==> config.mk <==
export PLATFORM = sky130hd
export DESIGN_NAME = logic_unit_arbiter
export DESIGN_NICKNAME = d
export VERILOG_FILES = /design/src/rtl/logic_unit_arbiter.sv
export SDC_FILE = /design/constraint.sdc
export NUM_CORES = 1
export LEC_CHECK = 0
export BUFFER_PORTS_ARGS = -buffer_cell sky130_fd_sc_hd__buf_2
export CORE_UTILIZATION = 45
export CTS_CLUSTER_DIAMETER = 120
export CTS_CLUSTER_SIZE = 25
export DETAILED_ROUTE_END_ITERATION = 8
export PLACE_DENSITY = 0.77
export SETUP_SLACK_MARGIN = 0.3
export SYNTH_ARGS = -nofsm -noshare
export SYNTH_HDL_FRONTEND = slang
export SYNTH_SLANG_ARGS = --single-unit
==> constraint.sdc <==
create_clock -name clk -period 2.4 [get_ports clk]
set_input_delay 0.36 -clock clk [delete_from_list [all_inputs] [get_ports clk]]
set_output_delay 0.36 -clock clk [all_outputs]
set_load 0.05 [all_outputs]
==> src/rtl/logic_unit_arbiter.sv <==
// logic_unit_arbiter: round-robin arbiter sharing one bitwise logic unit
// (AND/OR/XOR/NOT) among N_REQ requesters. One operation is in flight at a
// time: IDLE arbitrates and captures, EXEC computes, RESP holds the tagged
// result on the response channel until it is consumed.
// Optional feature macro LU_STATS_EN adds the stat_ops / stat_wait counters.
module logic_unit_arbiter #(
    parameter int N_REQ = 4,
    parameter int WIDTH = 16
) (
    input  logic                   clk,
    input  logic                   rst_n,
    input  logic [N_REQ-1:0]       req_valid,
    output logic [N_REQ-1:0]       req_ready,
    input  logic [2*N_REQ-1:0]     req_op,
    input  logic [WIDTH*N_REQ-1:0] req_a,
    input  logic [WIDTH*N_REQ-1:0] req_b,
    output logic                   resp_valid,
    input  logic                   resp_ready,
    output logic [((N_REQ > 1) ? $clog2(N_REQ) : 1)-1:0] resp_id,
    output logic [WIDTH-1:0]       resp_data,
    output logic                   busy
`ifdef LU_STATS_EN
    ,
    output logic [15:0]            stat_ops,
    output logic [15:0]            stat_wait
`endif
);

    localparam int IDW = (N_REQ > 1) ? $clog2(N_REQ) : 1;

    typedef enum logic [1:0] {
        ST_IDLE = 2'd0,
        ST_EXEC = 2'd1,
        ST_RESP = 2'd2
    } state_t;

    // Shared bitwise unit; NOT ignores b, results are exactly WIDTH bits.
    function automatic logic [WIDTH-1:0] lu_eval(input logic [1:0] op,
                                                 input logic [WIDTH-1:0] a,
                                                 input logic [WIDTH-1:0] b);
        logic [WIDTH-1:0] r;
        case (op)
            2'b00:   r = a & b;
            2'b01:   r = a | b;
            2'b10:   r = a ^ b;
            2'b11:   r = ~a;
            default: r = '0;
        endcase
        return r;
    endfunction

    state_t             state_q, state_d;
    logic [IDW-1:0]     rr_ptr_q, rr_ptr_d;
    logic [1:0]         op_q, op_d;
    logic [WIDTH-1:0]   a_q, a_d, b_q, b_d;
    logic [IDW-1:0]     id_q, id_d;
    logic               resp_valid_q, resp_valid_d;
    logic [IDW-1:0]     resp_id_q, resp_id_d;
    logic [WIDTH-1:0]   resp_data_q, resp_data_d;

    logic               grant_found_s;
    logic [IDW-1:0]     winner_s;
    logic [IDW-1:0]     cand_s;
    logic [IDW-1:0]     lowest_s;
    logic [1:0]         sel_op_s;
    logic [WIDTH-1:0]   sel_a_s, sel_b_s;

    // Round-robin search starting at rr_ptr, plus lowest-index valid requester.
    always_comb begin
        grant_found_s = 1'b0;
        winner_s      = '0;
        cand_s        = '0;
        lowest_s      = '0;
        for (int k = 0; k < N_REQ; k++) begin
            cand_s = IDW'((int'(rr_ptr_q) + k) % N_REQ);
            if (!grant_found_s && req_valid[cand_s]) begin
                grant_found_s = 1'b1;
                winner_s      = cand_s;
            end else begin
                grant_found_s = grant_found_s;
            end
        end
        for (int k = N_REQ - 1; k >= 0; k--) begin
            if (req_valid[k]) begin
                lowest_s = IDW'(k);
            end else begin
                lowest_s = lowest_s;
            end
        end
    end

    // Operand mux for the current winner.
    always_comb begin
        sel_op_s = '0;
        sel_a_s  = '0;
        sel_b_s  = '0;
        for (int k = 0; k < N_REQ; k++) begin
            if (winner_s == IDW'(k)) begin
                sel_op_s = req_op[2*k +: 2];
                sel_a_s  = req_a[WIDTH*k +: WIDTH];
                sel_b_s  = req_b[WIDTH*k +: WIDTH];
            end else begin
                sel_op_s = sel_op_s;
            end
        end
    end

    // Grant is combinational in IDLE only; forced low while reset is asserted.
    always_comb begin
        req_ready = '0;
        if (rst_n && (state_q == ST_IDLE) && grant_found_s) begin
            req_ready[winner_s] = 1'b1;
        end else begin
            req_ready = '0;
        end
    end

    // Next-state and datapath update for the IDLE/EXEC/RESP sequence.
    always_comb begin
        state_d      = state_q;
        rr_ptr_d     = rr_ptr_q;
        op_d         = op_q;
        a_d          = a_q;
        b_d          = b_q;
        id_d         = id_q;
        resp_valid_d = resp_valid_q;
        resp_id_d    = resp_id_q;
        resp_data_d  = resp_data_q;
        case (state_q)
            ST_IDLE: begin
                if (grant_found_s) begin
                    op_d     = sel_op_s;
                    a_d      = sel_a_s;
                    b_d      = sel_b_s;
                    id_d     = winner_s;
                    rr_ptr_d = (winner_s == IDW'(N_REQ - 1)) ? '0 : winner_s + IDW'(1);
                    state_d  = ST_EXEC;
                end else begin
                    state_d  = ST_IDLE;
                end
            end
            ST_EXEC: begin
                resp_data_d  = lu_eval(op_q, a_q, b_q);
                resp_id_d    = id_q;
                resp_valid_d = 1'b1;
                state_d      = ST_RESP;
            end
            ST_RESP: begin
                if (resp_ready) begin
                    resp_valid_d = 1'b0;
                    state_d      = ST_IDLE;
                end else begin
                    state_d      = ST_RESP;
                end
            end
            default: begin
                resp_valid_d = 1'b0;
                state_d      = ST_IDLE;
            end
        endcase
    end

    // State, captured operands and response registers.
    always_ff @(posedge clk or negedge rst_n) begin
        if (!rst_n) begin
            state_q      <= ST_IDLE;
            rr_ptr_q     <= '0;
            op_q         <= 2'b00;
            a_q          <= '0;
            b_q          <= '0;
            id_q         <= '0;
            resp_valid_q <= 1'b0;
            resp_id_q    <= '0;
            resp_data_q  <= '0;
        end else begin
            state_q      <= state_d;
            rr_ptr_q     <= rr_ptr_d;
            op_q         <= op_d;
            a_q          <= a_d;
            b_q          <= b_d;
            id_q         <= id_d;
            resp_valid_q <= resp_valid_d;
            resp_id_q    <= resp_id_d;
            resp_data_q  <= resp_data_d;
        end
    end

    assign resp_valid = resp_valid_q;
    assign resp_id    = resp_id_q;
    assign resp_data  = resp_data_q;
    assign busy       = (state_q != ST_IDLE);

`ifdef LU_STATS_EN
    logic [15:0] stat_ops_q;
    logic [15:0] stat_wait_q;

    // Completed-handshake counter (wraps) and fairness wait counter (saturates).
    always_ff @(posedge clk or negedge rst_n) begin
        if (!rst_n) begin
            stat_ops_q  <= 16'h0000;
            stat_wait_q <= 16'h0000;
        end else begin
            if (resp_valid_q && resp_ready) begin
                stat_ops_q <= stat_ops_q + 16'h0001;
            end else begin
                stat_ops_q <= stat_ops_q;
            end
            if ((state_q == ST_IDLE) && grant_found_s && (winner_s != lowest_s) &&
                (stat_wait_q != 16'hFFFF)) begin
                stat_wait_q <= stat_wait_q + 16'h0001;
            end else begin
                stat_wait_q <= stat_wait_q;
            end
        end
    end

    assign stat_ops  = stat_ops_q;
    assign stat_wait = stat_wait_q;
`endif

endmodule
==> summary.md <==
| Metric | Value |
|---|---|
| Status | `finished, final reports clean` |
| CP max stage delay | `0.45 ns` |
| CTS tree | `done` |
| Synth Warn # | `0` |
| Fmax | `420.7 MHz` |
| Largest net degree at the start of global routing | `72` |
| Leak Pwr | `0.003038 uW` |
| Fin cells | `734` |
| Vias in the first global route | `4126` |
| CTS sink count | `59` |
| Most used DFF post-synth | `dfrtp_1` |
| Post-route minimum period | `2.377 ns` |
| Largest cells by area after synthesis | `dfrtp_1, a221oi_2, ha_1` |
| Total global-route track usage | `0.2585` |
| Initial antenna violation count | `0` |
| Seq. cell area | `1478 um2` |
| Number of core rows | `35` |
| Residual DRC | `0` |
| Dpl ws | `-0.2967 ns` |
| Fin util | `0.6416` |
| Setup Skew | `0.01009 ns` |
| Grt total ovfl | `0` |
| Routed vias/inst | `5.651` |
| Layout cells sized above 1 | `0.5058` |
| DRT iter0 DRCs | `150` |
| Die W | `101.4 um` |
| Reg2reg end | `op_q[1]` |
| Clk Latency, worst-skew pair | `0.34 ns` |
| Synthesized area per cell | `10.50 um2` |
| EDFF count, synth | `0` |
| Area Overhead vs Synth | `35.96%` |
| Syn Inst Count | `423` |
| Syn_nets | `602` |
| Placed cell count | `696` |
| Library cells used by synthesis | `33` |
| Worst Tran Pin Value | `0.4567 ns` |
| N_diodes | `0` |
| Max VDD drop | `0.001753 V` |
| R2R Path Start | `rr_ptr_q[0]` |
| RSZ-0062 raised after global routing | `true` |
| Reg2Reg Setup Slack | `0.02 ns` |
| Initial Util | `0.4719` |
| Critical Path RT | `2.04 ns` |
| Final wirelength | `13350 um` |
| Area of the die | `10270 um2` |
| Hold slack | `0.1422 ns` |
| CTS root buffer | `clkbuf_8` |
| Drt wl/cell | `18.19 um` |
| Mapped cell area | `4443 um2` |
| Sequential area share after synthesis | `0.3323` |
| FILL cells | `737` |
| Final RePlAce weighted congestion | `0.7829` |
| # H-tree levels | `3` |
| First-pass GRT wire length | `20090 um` |
| Footprint of the multi-input gates | `2557 um2` |
| Die height | `101.4 um` |
| Max stage delay cell, worst path | `dfrtp_2` |
| Clk buf depth | `2` |
| Min-Delay Path Class | `primary input to async pin` |
| Area leader, netlist | `dfrtp_1` |
| Pwr dens | `1427 nW/um2` |
| Critical Path End Type | `output pin` |
| Max FO, Critical Path | `5` |
| TritonCTS Buffers | `9` |
| Setup-failing EPs final | `0` |
| WS Path Type | `flip-flop to output pin` |
| Slew Limit Fails | `0` |
| Reg clk slew, reported paths | `0.07 ns` |
| Synthesis-stage register bit count | `59` |
| Post-DP HPWL | `9065 um` |
| Worst Setup Start Kind | `flip-flop` |
| Num ports | `167` |
| Critical path data arrival time | `2.02 ns` |
| Final Hold Vio Count | `0` |
| Max Cap Viol | `0` |
| Setup ws final | `0.02308 ns` |
| Drt first pass iters | `4` |
| Placeable Area | `9415 um2` |
| IO Port Bufs | `166` |
| Final ANT Viol Nets | `0` |
| Via count | `4148` |
| Async S/R FF share, synth | `1.000` |
| Crit share post-route | `0.9904` |
| Reg2Reg Depth | `12` |
| Slew Limit Headroom | `0.6955` |
| Top-area cell type share of the netlist area | `0.3323` |
| Cells along the critical path | `a21o_1, a21boi_2, o22ai_4, buf_4, inv_4, ha_4, and3_4, buf_8` |
| Final nets | `779` |
## where the power goes
| group | leakage, uW | switching [uW] | internal, uW | total, uW |
|---|---|---|---|---|
| logic | 0.00226 | 3190 | 2650 | 5850 |
| clock network | 0.0000950 | 424 | 475 | 899 |
| registers | 0.000684 | 331 | 1540 | 1870 |
## timing repair
item / in CTS / in global routing
pin swaps: 11 / 13
gates resized for setup: 38 / 11
hold endpoints to repair: 6 / 0
hold buffers: 1 / 0
setup endpoints to repair: 38 / 38
buffers inserted: 14 / 5
gates cloned: 2 / 0
## flip-flops by register name, summed over array words and instances (netlist names)
register	flops
id_q	2
resp_data	16
a_q	16
b_q	16
resp_valid	1
rr_ptr_q	2
op_q	2
resp_id	2
state_q	2
## cells in the final DEF, fill, tap and decap left out, types with 12 or more instances in the layout
cell / count
mux4_2: 12
mux2_2: 19
a21oi_1: 65
buf_2: 162
a221o_1: 31
a221oi_2: 31
ha_1: 32
dfrtp_1: 58
buf_4: 17
inv_1: 82
## worst max-delay path by stage
| stage | from | end | slack [ns] | cells after the start |
|---|---|---|---|---|
| after floorplan | rr_ptr_q[0] | req_ready[2] | 0.24 | 9 |
| after global placement | req_valid[0] | op_q[1] | -0.08 | 9 |
| after detailed placement | rr_ptr_q[0] | op_q[0] | -0.30 | 8 |
| after CTS | rr_ptr_q[1] | req_ready[2] | 0.05 | 8 |
| after global routing | rr_ptr_q[1] | b_q[11] | -0.06 | 10 |
| final | rr_ptr_q[1] | req_ready[2] | 0.02 | 8 |
## critical path, delay by kind of cell (launching register included)
family,cells,cell delay [ns]
buffers and inverters,3,0.37
DFF,1,0.45
adders and majority gates,1,0.18
AOI/OAI and AO/OA,3,0.48
and+or+nand+nor,1,0.19
## final cells by class
cell class / count / area share
well taps: 129 / 0.02672
clock buffers: 9 / 0.02051
flip-flops and latches: 59 / 0.2446
repair buffers: 203 / 0.2202
inverters: 85 / 0.05323
clock inverters: 7 / 0.01139
multi-input cells: 242 / 0.4234
## per-layer routing
| metal | track usage | share of wire | vias to the layer above |
|---|---|---|---|
| met5 | 0 | 0 | - |
| met4 | 0.08473 | 0.022 | 0 |
| met3 | 0.06073 | 0.064 | 31 |
| met2 | 0.4563 | 0.52 | 183 |
| met1 | 0.3108 | 0.39 | 2039 |
| li1 | - | - | 1895 |
## kinds of logic after synthesis
kind of cell,share of synthesized area
compound gates,0.2780
fa+ha+maj,0.1014
buf+inv,0.1281
flops,0.3323
mux,0.1349
simple gates,0.02535
## through the flow
stage          setup TNS, ns  area (um2)  power [uW]
2_1_floorplan              0        4477        5890
3_3_place_gp         -0.1973        5415        6756
3_5_place_dp          -3.817        5415        7056
4_1_cts                    0        5942        8450
5_1_grt              -0.2990        6041        9196
6_report                   0        6041        8617
## Yosys cell counts, types with 4 or more instances
library cell and number:
mux4_1 4, buf_6 10, mux2_2 19, mux4_2 12, clkbuf_1 15, a221o_1 31
a21oi_1 70, a221oi_2 31, ha_1 36, buf_2 10, inv_1 84, dfrtp_1 59
nand2_1 8, and3_1 4
Power figures use the tool's default switching activity.
